**config.mk**
```make
export PLATFORM = sky130hd
export DESIGN_NAME = button_sync
export DESIGN_NICKNAME = d
export VERILOG_FILES = /design/src/rtl/button_sync.sv
export SDC_FILE = /design/constraint.sdc
export NUM_CORES = 1
export LEC_CHECK = 0
export ABC_AREA = 1
export CAP_MARGIN = 20
export CORE_AREA = 2 2 39 41
export DETAILED_ROUTE_END_ITERATION = 6
export DIE_AREA = 0 0 41 43
export SYNTH_ARGS = -nofsm -noshare
export SYNTH_HDL_FRONTEND = slang
export SYNTH_SLANG_ARGS = --single-unit
```
**constraint.sdc**
```tcl
create_clock -name Clk -period 0.8 [get_ports Clk]
set_input_delay 0.16 -clock Clk [delete_from_list [all_inputs] [get_ports Clk]]
set_output_delay 0.16 -clock Clk [all_outputs]
set_load 0.02 [all_outputs]
```
**src/rtl/button_sync.sv**
```systemverilog
// Two-flop synchroniser for an asynchronous push-button with a registered
// one-cycle rising-edge pulse.
module button_sync (
    input  logic Clk,
    input  logic Reset,
    input  logic Btn,
    output logic Pulse
);

    logic       meta_r;
    logic       sync_r;
    logic       prev_r;
    logic       armed_r;
    logic       pulse_r;
    logic [1:0] fill_r;

    // Synchroniser chain; edges only count once the settled level has been seen low,
    // so a button held through reset never produces a request.
    always_ff @(posedge Clk or negedge Reset) begin
        if (!Reset) begin
            meta_r  <= 1'b0;
            sync_r  <= 1'b0;
            prev_r  <= 1'b0;
            armed_r <= 1'b0;
            pulse_r <= 1'b0;
            fill_r  <= 2'b00;
        end else begin
            meta_r  <= Btn;
            sync_r  <= meta_r;
            prev_r  <= sync_r;
            fill_r  <= {fill_r[0], 1'b1};
            if (fill_r[1] && !sync_r) begin
                armed_r <= 1'b1;
            end else begin
                armed_r <= armed_r;
            end
            pulse_r <= armed_r & sync_r & ~prev_r;
        end
    end

    assign Pulse = pulse_r;

endmodule

```
==> impl_metrics.csv <==
group,metric,value,unit
cells_and_area,drive_gt1_frac,0.2381,
die,die_w,41,um
synth,synth-simple-area-share,0.08589,
placement,place_area,254.0,um^2
power,max-vdd-ir-drop,0.0006708,V
route,drt_pass1_iterations,2,
setup_path,cp.buffers_inverters,1,
synth,synth_flop_cell,"dfrtp_1",
timing,period_share,1.122,
timing,finalHoldViolations,0,
setup_path,critical_path.max_fanout,1,
outcome,violations,"setup timing",
synth,synthAdderAreaFrac,0,
route,post_drt_wl_per_cell,7.514,um
setup_path,cp_slowest_cell,"dfrtp_1",
run,cap_violations,0,
route,viasPerCell,3.297,
route,vias,122,
synth,syn_nets,17,
placement,io_buffer_count,3,
clock_network,cts_buffer_depth,2,
synth,muxShareOfSynthArea,0,
die,die_y,43,um
setup_path,cp_data_arrival_time,740,ps
setup_path,reg2regPathDepth,3,
grt,antenna_found_initial,0,
timing,fmaxAchievable,1114,MHz
clock_network,clkLatencyLatePin,240,ps
clock_network,h-tree-depth,1,
setup_path,crit_chain,"buf_6",
clock_network,cts_tree,"yes",
synth,synth_compound_gate_area_share,0,
synth,synth.area.top_cells,"dfrtp_1 86%, nand2_1 5.5%, inv_1 3.7%",
clock_network,cts_made_buffers,3,
grt,grtUsageTotal,0.05263,
power,total_power,0.7130,mW
synth,synth_top_family_by_area,"simple AND/OR/NAND/NOR gates",
die,initial_utilization,0.1474,
setup_path,required,640,ps
route,drt_iter0_markers,4,
die,die-area,1763,um^2
clock_network,clk_pin_slew,50,ps
synth,ys_seq_elements,7,
worst_hold_path,hold_class,"in2async",
cells_and_area,n_fill_cell,153,
synth,synth_edf_count,0,
route,ant_nets,0,
route,drc,0,
cells_and_area,register_area,175.2,um^2
synth,async_flop_share,1.000,
clock_network,cts-root-buf,"clkbuf_4",
synth,synth_cell_type_count,5,
synth,synth_xor_area_frac,0,
placement,dp_hpwl,206.3,um
cells_and_area,design_area,281.5,um^2
setup_path,crit_path_end_kind,"primary output",
synth,mappedNetlistArea,203.9,um^2
grt,grt_overflow,0,
die,coreArea,1384,um^2
setup_path,start_kind,"register",
cells_and_area,area_growth,38.04,%
cells_and_area,final_nets,25,
die,fp-row-count,14,
synth,synth_cells,14,
timing,drv_slew,0,
die,ios,4,
route,drt_wl_total,278,um
power,leakage,0.1362,nW
setup_path,worstSetupPathType,"reg2out",
clock_network,cts_hold_buf,0,
timing,period_minus_slack,897.8,ps
timing,fin_tns_setup,-97.81,ps
synth,syn_area_per_cell,14.57,um^2
power,powerDensity,2533,nW/um^2
synth,yosysTopAreaCell,"dfrtp_1",
outcome,status,"complete, but fails checks",
clock_network,cts_setup_buffers,0,
cells_and_area,multi_input_area,21.27,um^2
clock_network,cts_sinks,7,
synth,yosys.area.top_type_share,0.8589,
placement,gp_congestion,0.5358,
timing,setup_ws,-97.81,ps
grt,grt_max_degree,8,
setup_path,max_stage_delay,370,ps
setup_path,crit_family,"flip-flops",
grt,grt_pass1_vias,136,
timing,rsz0062_at_grt,"yes",
synth,ys_warn_count,0,
synth,synth_most_common_cell,"dfrtp_1",
timing,fin_skew,2.353,ps
timing,setup_viol,1,
synth,synthTopCellsByCount,"7 x dfrtp_1, 3 x nand2_1, 2 x inv_1",
cells_and_area,insertedDiodeCount,0,
setup_path,cp.depth,1,
grt,grt_pass1_wl,531,um
synth,yosysSeqAreaShare,0.8589,
## kinds of logic (layout without fill, tap and decap cells)
family                 count (synthesis)  count (layout)
buffers and inverters                  2               9
flip-flops                             7               7
other                                  1               1
AND/OR/NAND/NOR                        4               4
## routing by layer
metal,global-route usage,wire (um),part of all wire,vias to the layer above
met5,0,0,0,-
met2,0.06563,165,0.59,4
met3,0.06283,33,0.12,0
li1,-,-,-,52
met4,0.04000,0,0,0
met1,0.04290,78,0.28,66
## power breakdown
| part | internal, mW | switching, mW | leakage, nW |
|---|---|---|---|
| clock network | 0.189 | 0.116 | 0.0150 |
| logic | 0.0160 | 0.0152 | 0.0413 |
| registers | 0.370 | 0.00631 | 0.0799 |
| total | 0.576 | 0.137 | 0.136 |
## placed cells by master (no fill, tap or decap)
cell	n
clkbuf_4	3
clkdlybuf4s50_1	2
inv_1	2
nor2_2	1
clkbuf_1	1
nand2_1	3
buf_6	1
dfrtp_1	7
conb_1	1
## flip-flops by register name, indices dropped and copies added (netlist names)
| name | cells |
|---|---|
| meta_r | 1 |
| Pulse | 1 |
| armed_r | 1 |
| prev_r | 1 |
| fill_r | 2 |
| sync_r | 1 |
## through the flow
stage	hold WS, ps	util	std cells	setup slack, ps
CTS	176.4	0.2034	37	-112.8
global route	183.1	0.2034	37	-122.3
floorplan	-135.6	-	14	224.0
detailed placement	336.4	0.1835	33	-253.9
finish	173.0	0.2034	37	-97.81
global placement	332.8	0.1835	33	-248.4
## worst reg2reg max path: stages, from the launching register on
cell	delay [ps]
dfrtp_1	360
inv_1	50
nand2_1	50
nand2_1	40
## worst paths after layout
path | endpoint | slack, ps | startpoint
max | Pulse | -100 | Pulse
min | prev_r | 170 | Reset
max reg2reg | armed_r | 190 | sync_r
min reg2reg | sync_r | 340 | meta_r
max in group asynchronous | fill_r[0] | 390 | Reset
min in group Clk | sync_r | 340 | meta_r
## timing repair
item	in CTS	in global routing
endpoints found under the setup margin	1	1
resized for setup	6	0
cloned	0	0
## final cells by class
type | instances | share of cell area
clock buffer | 4 | 0.09333
tap | 16 | 0.07111
inverter | 2 | 0.02667
timing repair buffer | 3 | 0.1111
sequential | 7 | 0.6222
multi-input combinational | 5 | 0.07556
Note: power is estimated with default switching activity, not from simulation.
